<file path="config.mk">
export PLATFORM = sky130hd
export DESIGN_NAME = mem_port_arbiter
export DESIGN_NICKNAME = d
export VERILOG_FILES = /design/src/rtl/mem_port_arbiter.sv
export SDC_FILE = /design/constraint.sdc
export NUM_CORES = 1
export LEC_CHECK = 0
export ABC_AREA = 1
export CELL_PAD_IN_SITES_DETAIL_PLACEMENT = 1
export CELL_PAD_IN_SITES_GLOBAL_PLACEMENT = 2
export CORE_MARGIN = 8
export CORE_UTILIZATION = 26
export CTS_BUF_LIST = sky130_fd_sc_hd__clkbuf_2 sky130_fd_sc_hd__clkbuf_4 sky130_fd_sc_hd__clkbuf_8
export DETAILED_ROUTE_END_ITERATION = 10
export HOLD_SLACK_MARGIN = 0.1
export MAX_ROUTING_LAYER = met4
export PLACE_DENSITY = 0.85
export SLEW_MARGIN = 10
export SYNTH_ARGS = -nofsm -noshare
export SYNTH_HDL_FRONTEND = slang
export SYNTH_SLANG_ARGS = --single-unit
</file>
<file path="constraint.sdc">
create_clock -name clock -period 2.2 [get_ports clock]
set_input_delay 0.44 -clock clock [delete_from_list [all_inputs] [get_ports clock]]
set_output_delay 0.44 -clock clock [all_outputs]
set_load 0.1 [all_outputs]
</file>
<file path="src/rtl/mem_port_arbiter.sv">
// Purpose : shares one variable-latency memory port between instruction fetch (IF) and data (DM).
// Latency : grant at the request edge; ready/rdata pulse one cycle after mem_ready; next grant two edges later.
// Backpress: requesters hold req until their ready pulse; DM bursts are capped while IF waits.
// Ports   : clock/reset_n; if_req/if_addr -> if_ready/if_rdata; dm_req/dm_we/dm_size/dm_addr/dm_wdata ->
//           dm_ready/dm_rdata; mem_req/mem_we/mem_size/mem_addr/mem_wdata <- mem_ready/mem_rdata;
//           core_stall (combinational), bus_error (one-cycle pulse on timeout abort).
module mem_port_arbiter #(
   parameter int MAX_DM_BURST   = 4,
   parameter int TIMEOUT_CYCLES = 64
) (
   input  logic        clock,
   input  logic        reset_n,
   input  logic        if_req,
   input  logic [31:0] if_addr,
   output logic        if_ready,
   output logic [31:0] if_rdata,
   input  logic        dm_req,
   input  logic        dm_we,
   input  logic [1:0]  dm_size,
   input  logic [31:0] dm_addr,
   input  logic [31:0] dm_wdata,
   output logic        dm_ready,
   output logic [31:0] dm_rdata,
   output logic        mem_req,
   output logic        mem_we,
   output logic [1:0]  mem_size,
   output logic [31:0] mem_addr,
   output logic [31:0] mem_wdata,
   input  logic        mem_ready,
   input  logic [31:0] mem_rdata,
   output logic        core_stall,
   output logic        bus_error
);

   localparam int              BW         = $clog2(MAX_DM_BURST + 1);
   localparam logic [BW-1:0]   BURST_MAX  = BW'(MAX_DM_BURST);
   localparam bit              TIMEOUT_EN = (TIMEOUT_CYCLES != 0);
   localparam logic [31:0]     WAIT_LAST  = TIMEOUT_EN ? 32'(TIMEOUT_CYCLES - 1) : 32'd0;

   typedef enum logic [1:0] {IDLE, WAIT_IF, WAIT_DM, DONE} state_t;

   state_t        state, state_nxt;
   logic [31:0]   wait_cnt, wait_cnt_nxt;
   logic [BW-1:0] burst_cnt, burst_cnt_nxt;
   logic          mem_req_nxt, mem_we_nxt;
   logic [1:0]    mem_size_nxt;
   logic [31:0]   mem_addr_nxt, mem_wdata_nxt;
   logic          if_ready_nxt, dm_ready_nxt, bus_error_nxt;
   logic [31:0]   if_rdata_nxt, dm_rdata_nxt;
   logic          dm_win, timed_out;

   // DM keeps priority only while it has not exhausted its burst allowance against a waiting IF.
   assign dm_win     = dm_req && (!if_req || (burst_cnt < BURST_MAX));
   assign timed_out  = TIMEOUT_EN && (wait_cnt == WAIT_LAST);
   assign core_stall = (if_req && !if_ready) || (dm_req && !dm_ready);

   always_comb begin
      state_nxt     = state;
      wait_cnt_nxt  = wait_cnt;
      burst_cnt_nxt = burst_cnt;
      mem_req_nxt   = mem_req;
      mem_we_nxt    = mem_we;
      mem_size_nxt  = mem_size;
      mem_addr_nxt  = mem_addr;
      mem_wdata_nxt = mem_wdata;
      // Ready, rdata and bus_error are only ever non-zero during the DONE cycle.
      if_ready_nxt  = 1'b0;
      if_rdata_nxt  = 32'd0;
      dm_ready_nxt  = 1'b0;
      dm_rdata_nxt  = 32'd0;
      bus_error_nxt = 1'b0;

      case (state)
         IDLE: begin
            wait_cnt_nxt = 32'd0;
            if (!if_req) begin
               burst_cnt_nxt = '0;
            end
            if (dm_win) begin
               mem_req_nxt   = 1'b1;
               mem_we_nxt    = dm_we;
               mem_size_nxt  = dm_size;
               mem_addr_nxt  = dm_addr;
               mem_wdata_nxt = dm_wdata;
               state_nxt     = WAIT_DM;
               if (if_req && (burst_cnt != BURST_MAX)) begin
                  burst_cnt_nxt = burst_cnt + BW'(1);
               end
            end else if (if_req) begin
               mem_req_nxt   = 1'b1;
               mem_we_nxt    = 1'b0;
               mem_size_nxt  = 2'b10;
               mem_addr_nxt  = if_addr;
               mem_wdata_nxt = 32'd0;
               burst_cnt_nxt = '0;
               state_nxt     = WAIT_IF;
            end
         end
         WAIT_IF, WAIT_DM: begin
            if (mem_ready || timed_out) begin
               mem_req_nxt   = 1'b0;
               state_nxt     = DONE;
               bus_error_nxt = !mem_ready;
               if (state == WAIT_IF) begin
                  if_ready_nxt = 1'b1;
                  if_rdata_nxt = mem_ready ? mem_rdata : 32'd0;
               end else begin
                  dm_ready_nxt = 1'b1;
                  dm_rdata_nxt = (mem_ready && !mem_we) ? mem_rdata : 32'd0;
               end
            end else begin
               wait_cnt_nxt = wait_cnt + 32'd1;
            end
         end
         DONE: begin
            wait_cnt_nxt = 32'd0;
            state_nxt    = IDLE;
         end
         default: state_nxt = IDLE;
      endcase
   end

   always_ff @(posedge clock or negedge reset_n) begin
      if (!reset_n) begin
         state     <= IDLE;
         wait_cnt  <= 32'd0;
         burst_cnt <= '0;
         mem_req   <= 1'b0;
         mem_we    <= 1'b0;
         mem_size  <= 2'b00;
         mem_addr  <= 32'd0;
         mem_wdata <= 32'd0;
         if_ready  <= 1'b0;
         if_rdata  <= 32'd0;
         dm_ready  <= 1'b0;
         dm_rdata  <= 32'd0;
         bus_error <= 1'b0;
      end else begin
         state     <= state_nxt;
         wait_cnt  <= wait_cnt_nxt;
         burst_cnt <= burst_cnt_nxt;
         mem_req   <= mem_req_nxt;
         mem_we    <= mem_we_nxt;
         mem_size  <= mem_size_nxt;
         mem_addr  <= mem_addr_nxt;
         mem_wdata <= mem_wdata_nxt;
         if_ready  <= if_ready_nxt;
         if_rdata  <= if_rdata_nxt;
         dm_ready  <= dm_ready_nxt;
         dm_rdata  <= dm_rdata_nxt;
         bus_error <= bus_error_nxt;
      end
   end

endmodule

</file>
==> results of run 1 <==
## power groups by stage
| stage | Sequential (mW) | Combinational [mW] | Clock [mW] |
|---|---|---|---|
| detailed placement | 4.53 | 10.7 | 0 |
| CTS | 4.48 | 10.7 | 2.50 |
| global route | 4.57 | 11.1 | 2.61 |
| global placement | 4.51 | 10.6 | 0 |
| floorplan | 10.2 | 2.11 | 0 |
| finish | 4.47 | 10.6 | 2.41 |
## metrics by stage
stage,cell area [um2],cells,utilization
CTS,11070,1559,0.3775
detailed placement,10650,1526,0.3631
global placement,10650,1526,0.3631
finish,11070,1559,0.3775
global route,11070,1559,0.3775
floorplan,7670,885,-
## routing by layer
layer | wire length (um) | vias up | GRT usage
met5 | 0 | - | -
met4 | 670 | 0 | 0.04485
met3 | 1920 | 35 | 0.04959
met2 | 13790 | 238 | 0.2748
met1 | 12630 | 3484 | 0.2042
li1 | - | 3410 | -
## worst max-delay path by stage
stage / end / slack, ps / cells past startpoint
CTS: core_stall / 230 / 4
global placement: mem_wdata[30] / 110 / 6
floorplan: core_stall / 7 / 1
global route: core_stall / 180 / 4
detailed placement: mem_wdata[23] / 20 / 6
finish: core_stall / 220 / 4
## cell usage after synthesis
cell      number  area, um2
a21oi_1        5      25.02
a22o_1        33      289.0
a31oi_1       33      206.5
buf_1          3      11.26
buf_2         11      55.05
buf_6          2      22.52
buf_8          1      15.01
clkbuf_1      25      93.84
clkinv_1       1      3.750
dfrtp_1      172       4304
ha_1           6      75.07
inv_1         74      277.8
inv_2          3      11.26
nand2_1      241      904.6
nand2_2       10      62.56
nand2_4        2      22.52
nand3_1       29      145.1
nand3_2        2      20.02
nand4_1       17      106.4
nor2_1       151      566.8
nor2_2         3      18.77
nor2_4         2      22.52
nor2_8         1      20.02
nor3_1         3      15.01
nor4_1        32      200.2
o21ai_0        4      20.02
o21ai_1        3      15.01
o21ai_2        2      17.52
o21bai_1       1      7.510
o22ai_1        1      6.260
or2_2          1      6.260
xor2_1        11      96.34
## registers in the layout (all words and copies together) (netlist names)
register and cells:
bus_error 1, mem_req 1, dm_ready 1, mem_wdata 32, if_rdata 32, dm_rdata 32, burst_cnt 3, mem_addr 32
if_ready 1, mem_we 1, wait_cnt 32, mem_size 2, state 2
## timing repair
item | 4_1_cts | 5_1_grt
hold buffers | 1 | 0
gates resized for setup | 0 | 0
endpoints found under the hold margin | 55 | 0
## final cells by class
type,count,area [um2]
timing repair buffer,294,2686
fill,3496,18250
tap,390,488.0
clock buffer,17,234.0
sequential,172,4304
multi-input combinational,593,2887
clock inverter,15,178.9
inverter,78,292.8
## cell families after synthesis
kind of cell | after synthesis | synth area share
AOI/OAI and AO/OA | 82 | 0.07657
xor gates and xnor gates | 11 | 0.01257
adders and majority gates | 6 | 0.009796
buffers and inverters | 120 | 0.06400
DFF | 172 | 0.5616
and+or+nand+nor | 494 | 0.2754
==> flow_summary_export.csv, run 1 <==
group,metric,value,unit
setup_path,r2r-end,"wait_cnt[18]",
clock_tree,numCtsBuffers,17,
yosys,synth_area,7664,um2
floorplanning,die_h,187.7,um
clock_tree,cts_max_path_buffers,2,
yosys,synth_cells,885,
routing,dr.pass1.iters,4,
floorplanning,rows,63,
finish,area_growth,44.46,%
sta,worst_slew_pin_slew,596.0,ps
power_and_ir_drop,leakage,5.356,nW
setup_path,crit_chain,"clkdlybuf4s50_1 -> inv_1 -> o22ai_2 -> buf_12",
sta,fin_skew,14.44,ps
routing,drcViolationCount,0,
yosys,synth-seq-cells,172,
place,gp_congestion,0.7819,
routing,wirelength,29.01,mm
global_routing,overflow,0,
finish,drive_gt1_frac,0.1873,
setup_path,worstRegToRegCells,11,
sta,period_minus_slack,1977,ps
place,dp_hpwl,21.76,mm
place,place.port_buffers,271,
floorplanning,fp.coreArea,29320,um2
global_routing,grt_pass1_wl,46.00,mm
yosys,yosys_warnings,0,
clock_tree,tritoncts,"built",
sta,hold_viol,0,
setup_path,crit_buf_inv,3,
finish,n_antenna_cell,0,
setup_path,crit_family,"buffers and inverters",
power_and_ir_drop,switchingPower,10.17,mW
finish,num-nets-final,1298,
yosys,syn_area_per_cell,8.659,um2
power_and_ir_drop,power.internal,7.293,mW
setup_path,startpoint,"if_req",
sta,min_period_over_period,0.8988,
sta,timing.final.ws_setup,222.7,ps
sta,rsz0062_at_grt,"false",
clock_tree,clk_pin_slew,110,ps
setup_path,critPathMaxStageDelay,510,ps
finish,mostFrequentLayoutCells,"nand2_1, dfrtp_1, nor2_1",
setup_path,crit_fanout,4,
sta,final_max_slew_viol_count,0,
global_routing,grt_max_degree,68,
min_path,hold_path_class,"primary input to async pin",
sta,hold_ws,369.9,ps
routing,via_per_inst,4.597,
setup_path,regToRegSetupSlack,410,ps
clock_tree,htree_levels,4,
clock_tree,cts_setup_buffers,0,
finish,layout_commonest_cell,"nand2_1",
floorplanning,start_util,0.2614,
setup_path,crit_type,"primary input to output port",
sta,fmax,505.7,MHz
setup_path,critPathSlowestCell,"clkdlybuf4s50_1",
yosys,synth.distinct_cells,32,
floorplanning,io_pins,272,
global_routing,antenna_found_initial,0,
power_and_ir_drop,pwr-share-comb,0.606,
sta,setup_violations,0,
power_and_ir_drop,vdd_ir_drop_max,0.0005125,V
floorplanning,fp.dieW,187.7,um
power_and_ir_drop,clkPwrFrac,0.138,
floorplanning,die_area,35230,um2
power_and_ir_drop,power_frac_seq,0.256,
clock_tree,clkSinkCount,172,
setup_path,worstReg2RegStart,"wait_cnt[1]",
clock_tree,clkLatencyLatePin,470,ps
yosys,syn-num-nets,1027,
routing,vias,7167,
setup_path,end_kind,"output port",
outcome,status,"finished clean",
yosys,yosysSeqAreaShare,0.5616,
setup_path,worstPathRequired,1760,ps
sta,slew-limit-headroom,0.6021,
place,pre_cts_ws,22.93,ps
routing,drtIter0Drc,357,
job,maxCapViolCount,0,
power_and_ir_drop,netSwitchingFraction,0.5823,
routing,drtAntennaViolNets,0,
setup_path,cp.arrival,1540,ps
global_routing,gr-usage-all-layers,0.1695,
setup_path,startpoint_type,"primary input",
global_routing,grt_pass1_vias,7831,
routing,wl_per_cell,18.61,um
power_and_ir_drop,power.density,1577,nW/um2
sta,tns,0,ps
power_and_ir_drop,totalPowerFinal,17.46,mW
clock_tree,root_buffer,"clkbuf_8",
(Power assumes the default switching activity.)
==> inputs of run 2 (changes only) <==
--- a/config.mk
+++ b/config.mk
@@ -15,6 +15,7 @@
 export HOLD_SLACK_MARGIN = 0.1
 export MAX_ROUTING_LAYER = met4
 export PLACE_DENSITY = 0.85
+export SKIP_CTS_REPAIR_TIMING = 1
 export SLEW_MARGIN = 10
 export SYNTH_ARGS = -nofsm -noshare
 export SYNTH_HDL_FRONTEND = slang
==> constraint.sdc (replaced) <==
create_clock -name clock -period 2.13 [get_ports clock]
set_input_delay 0.426 -clock clock [delete_from_list [all_inputs] [get_ports clock]]
set_output_delay 0.426 -clock clock [all_outputs]
set_load 0.1 [all_outputs]
==> run 2 against run 1 <==
Cell count rose by 0.19%. Hold slack better by 66 ps. Combinational power hardly changed. Count of clock-buffer cells in the layout unchanged. Total power increased by 3.2%. Sequential power up 3%. Clock skew is 7.3 ps higher. Clock power up 4%. Via count shrank 0.40%. Critical path type unchanged. Global-route usage decreased by 0.48 points.
==> flow_summary_export.csv, run 2 (synthesized netlist as in run 1, its figures left out) <==
group,metric,value,unit
power_and_ir_drop,leakage,5.360,nW
routing,drcViolationCount,0,
setup_path,r2r-end,"wait_cnt[17]",
finish,n_antenna_cell,0,
routing,drtAntennaViolNets,0,
finish,stdcell_count,1562,
finish,fin_util,0.3778,
setup_path,critPathSlowestCell,"clkdlybuf4s50_1",
power_and_ir_drop,power.density,1627,nW/um2
job,maxCapViolCount,0,
clock_tree,root_buffer,"clkbuf_8",
global_routing,grt_max_degree,66,
routing,via_per_inst,4.570,
routing,wl_per_cell,18.29,um
sta,worst_slew_pin_slew,598.9,ps
setup_path,crit_buf_inv,3,
power_and_ir_drop,totalPowerFinal,18.03,mW
finish,mostFrequentLayoutCells,"nand2_1, dfrtp_1, buf_4",
setup_path,crit_family,"buffers and inverters",
sta,fin_skew,21.74,ps
floorplanning,start_util,0.2614,
sta,tns,0,ps
clock_tree,htree_levels,4,
global_routing,antenna_found_initial,0,
sta,fmax,520.0,MHz
floorplanning,io_pins,272,
setup_path,regToRegSetupSlack,250,ps
floorplanning,fp.coreArea,29320,um2
routing,drtIter0Drc,338,
setup_path,worstRegToRegCells,9,
place,gp_congestion,0.7974,
global_routing,overflow,0,
global_routing,grt_pass1_vias,7612,
setup_path,startpoint_type,"primary input",
clock_tree,clkSinkCount,172,
power_and_ir_drop,vdd_ir_drop_max,0.0005310,V
floorplanning,fp.dieW,187.7,um
routing,wirelength,28.57,mm
sta,hold_ws,436.3,ps
sta,setup_violations,0,
setup_path,critPathMaxStageDelay,510,ps
setup_path,worstPathRequired,1700,ps
setup_path,crit_chain,"clkdlybuf4s50_1 -> inv_1 -> o22ai_4 -> buf_12",
min_path,hold_path_class,"primary input to async pin",
place,dp_hpwl,21.48,mm
sta,period_minus_slack,1923,ps
sta,hold_viol,0,
place,place.port_buffers,271,
finish,fillCellCount,3432,
outcome,status,"finished clean",
floorplanning,die_h,187.7,um
setup_path,end_kind,"output port",
finish,area_growth,44.55,%
setup_path,worstReg2RegStart,"wait_cnt[1]",
sta,min_period_over_period,0.9028,
clock_tree,numCtsBuffers,17,
clock_tree,clkLatencyLatePin,460,ps
setup_path,crit_type,"primary input to output port",
floorplanning,rows,63,
floorplanning,die_area,35230,um2
sta,rsz0062_at_grt,"false",
finish,layout_commonest_cell,"nand2_1",
clock_tree,tritoncts,"built",
global_routing,grt_pass1_wl,44.86,mm
routing,dr.pass1.iters,4,
place,place_inst,1527,
finish,num-nets-final,1301,
clock_tree,clk_pin_slew,120,ps
setup_path,cp.arrival,1500,ps
global_routing,gr-usage-all-layers,0.1647,
routing,vias,7138,
finish,drive_gt1_frac,0.1903,
sta,slew-limit-headroom,0.6001,
clock_tree,cts_max_path_buffers,2,
sta,final_max_slew_viol_count,0,
setup_path,crit_fanout,4,
[run 2: power breakdown]
| group | switching (mW) | leakage [nW] | total [mW] | internal, mW |
|---|---|---|---|---|
| Combinational | 8.62 | 2.90 | 10.9 | 2.27 |
| Clock | 1.50 | 0.211 | 2.51 | 1.01 |
| Sequential | 0.488 | 2.25 | 4.62 | 4.14 |
| Total | 10.6 | 5.36 | 18.0 | 7.42 |
[run 2: metal layers]
layer | global-route usage | wire length (um) | share of wire
met5 | - | 0 | 0
met3 | 0.04495 | 1886 | 0.066
met4 | 0.03939 | 526 | 0.018
met1 | 0.1966 | 12290 | 0.43
met2 | 0.2736 | 13870 | 0.49
[run 2: cell type report]
cell class,instances,area [um2],area share
sequential,172,4304,0.3885
multi-input combinational,593,2897,0.2615
timing repair buffer,297,2671,0.2411
tap,390,488.0,0.04405
inverter,78,292.8,0.02643
clock buffer,17,234.0,0.02112
clock inverter,15,191.4,0.01728
[run 2: how the worst max path moves through the flow]
stage                  from            end  slack, ps  cells after the start
3_3_place_gp         if_req  mem_wdata[12]         80                      6
2_1_floorplan      if_ready     core_stall        220                      1
5_1_grt        wait_cnt[29]    wait_cnt[1]         70                      9
6_report             if_req     core_stall        210                      4
3_5_place_dp         if_req  mem_wdata[16]         20                      6
4_1_cts         wait_cnt[1]   wait_cnt[11]        100                      9
[run 2: per-stage QoR]
stage          instance area, um2  setup WS [ps]
5_1_grt                     11080          65.58
4_1_cts                     11050          103.5
2_1_floorplan                7677          219.8
6_report                    11080          207.0
3_3_place_gp                10630          81.91
3_5_place_dp                10630          17.16
==> inputs of run 3 (changes only) <==
--- a/config.mk
+++ b/config.mk
@@ -8,6 +8,7 @@
 export ABC_AREA = 1
 export CELL_PAD_IN_SITES_DETAIL_PLACEMENT = 1
 export CELL_PAD_IN_SITES_GLOBAL_PLACEMENT = 2
+export CORE_ASPECT_RATIO = 1.25
 export CORE_MARGIN = 8
 export CORE_UTILIZATION = 26
 export CTS_BUF_LIST = sky130_fd_sc_hd__clkbuf_2 sky130_fd_sc_hd__clkbuf_4 sky130_fd_sc_hd__clkbuf_8
@@ -16,7 +17,7 @@
 export MAX_ROUTING_LAYER = met4
 export PLACE_DENSITY = 0.85
 export SKIP_CTS_REPAIR_TIMING = 1
-export SLEW_MARGIN = 10
+export SLEW_MARGIN = 20
 export SYNTH_ARGS = -nofsm -noshare
 export SYNTH_HDL_FRONTEND = slang
 export SYNTH_SLANG_ARGS = --single-unit
==> run 3 against run 2 <==
Maximum frequency rose by 2.1%. Clock power down 2%. Cell count up 0.51%. Die area about the same.
==> flow_summary_export.csv, run 3 (synthesized netlist as in run 1, its figures left out) <==
group,metric,value,unit
floorplanning,die_h,208.0,um
sta,period_minus_slack,1883,ps
sta,hold_ws,432.9,ps
setup_path,worstReg2RegStart,"wait_cnt[1]",
min_path,hold_path_class,"primary input to async pin",
setup_path,end_kind,"output port",
sta,hold_viol,0,
place,place.port_buffers,271,
sta,tns,0,ps
global_routing,grt_pass1_wl,45.15,mm
setup_path,cp.arrival,1460,ps
clock_tree,tritoncts,"built",
clock_tree,clkLatencyLatePin,480,ps
place,pre_cts_ws,83.71,ps
sta,fmax,531.1,MHz
place,dp_hpwl,21.55,mm
power_and_ir_drop,power.density,1617,nW/um2
finish,mostFrequentLayoutCells,"nand2_1, dfrtp_1, nor2_1",
routing,drtAntennaViolNets,0,
global_routing,gr-usage-all-layers,0.1687,
global_routing,overflow,0,
floorplanning,rows,70,
finish,stdcell_count,1570,
sta,timing.final.ws_setup,247.1,ps
setup_path,critPathMaxStageDelay,500,ps
setup_path,crit_family,"buffers and inverters",
routing,via_per_inst,4.506,
setup_path,crit_buf_inv,3,
clock_tree,root_buffer,"clkbuf_8",
routing,wirelength,28.61,mm
setup_path,worstRegToRegCells,11,
setup_path,crit_type,"primary input to output port",
setup_path,startpoint_type,"primary input",
clock_tree,cts_max_path_buffers,2,
clock_tree,htree_levels,4,
setup_path,critPathSlowestCell,"clkdlybuf4s50_1",
sta,final_max_slew_viol_count,0,
routing,dr.pass1.iters,4,
place,place_area,10690,um2
clock_tree,numCtsBuffers,17,
setup_path,crit_fanout,4,
floorplanning,start_util,0.2628,
setup_path,r2r-end,"wait_cnt[18]",
finish,area_growth,45.11,%
place,place_inst,1535,
global_routing,antenna_found_initial,2,
sta,setup_violations,0,
power_and_ir_drop,totalPowerFinal,17.98,mW
global_routing,grt_max_degree,68,
finish,layout_commonest_cell,"nand2_1",
finish,final_cell_area,11120,um2
power_and_ir_drop,leakage,5.372,nW
sta,fin_skew,16.06,ps
setup_path,regToRegSetupSlack,330,ps
job,maxCapViolCount,0,
place,gp_congestion,0.8035,
finish,fillCellCount,3458,
sta,worst_slew_pin_slew,582.7,ps
clock_tree,clk_pin_slew,110,ps
setup_path,worstPathRequired,1700,ps
sta,slew-limit-headroom,0.6110,
sta,min_period_over_period,0.8840,
floorplanning,fp.coreArea,29170,um2
finish,num-nets-final,1301,
power_and_ir_drop,vdd_ir_drop_max,0.0008197,V
routing,drtIter0Drc,503,
floorplanning,die_area,35260,um2
outcome,status,"finished clean",
routing,drcViolationCount,0,
floorplanning,fp.dieW,169.6,um
finish,drive_gt1_frac,0.1894,
setup_path,crit_chain,"clkdlybuf4s50_1 -> inv_1 -> o22ai_4 -> buf_12",
finish,fin_util,0.3813,
global_routing,grt_pass1_vias,7585,
clock_tree,clkSinkCount,172,
floorplanning,io_pins,272,
sta,rsz0062_at_grt,"false",
routing,vias,7075,
routing,wl_per_cell,18.22,um
-- run 3: where the power goes --
part / total, mW / switching (mW) / internal (mW)
registers: 4.62 / 0.482 / 4.14
clock network: 2.47 / 1.44 / 1.02
logic: 10.9 / 8.60 / 2.30
-- run 3: how the worst max path moves through the flow --
stage | from | end | slack, ps | cells after the start
after detailed placement | dm_req | mem_wdata[24] | 80 | 6
after global routing | wait_cnt[1] | wait_cnt[18] | 150 | 11
after CTS | if_req | core_stall | 230 | 4
after global placement | dm_req | mem_wdata[17] | 110 | 6
final | if_req | core_stall | 250 | 4
after floorplan | if_ready | core_stall | 220 | 1
-- run 3: cell type report --
| type | instances | area, um2 | share of cell area |
|---|---|---|---|
| clock buffer | 18 | 247.7 | 0.02228 |
| antenna | 2 | 5.005 | 0.0004500 |
| multi-input combinational | 593 | 2894 | 0.2602 |
| timing repair buffer | 297 | 2711 | 0.2438 |
| tap | 396 | 495.5 | 0.04455 |
| inverter | 78 | 292.8 | 0.02633 |
| clock inverter | 14 | 170.2 | 0.01530 |
| sequential | 172 | 4304 | 0.3870 |
-- run 3: per-layer routing --
metal,up-vias,GRT usage,wire [um]
li1,3409,-,-
met1,3429,0.1878,11620
met2,195,0.2886,14630
met3,42,0.04073,1563
met4,0,0.06237,793
met5,-,-,0
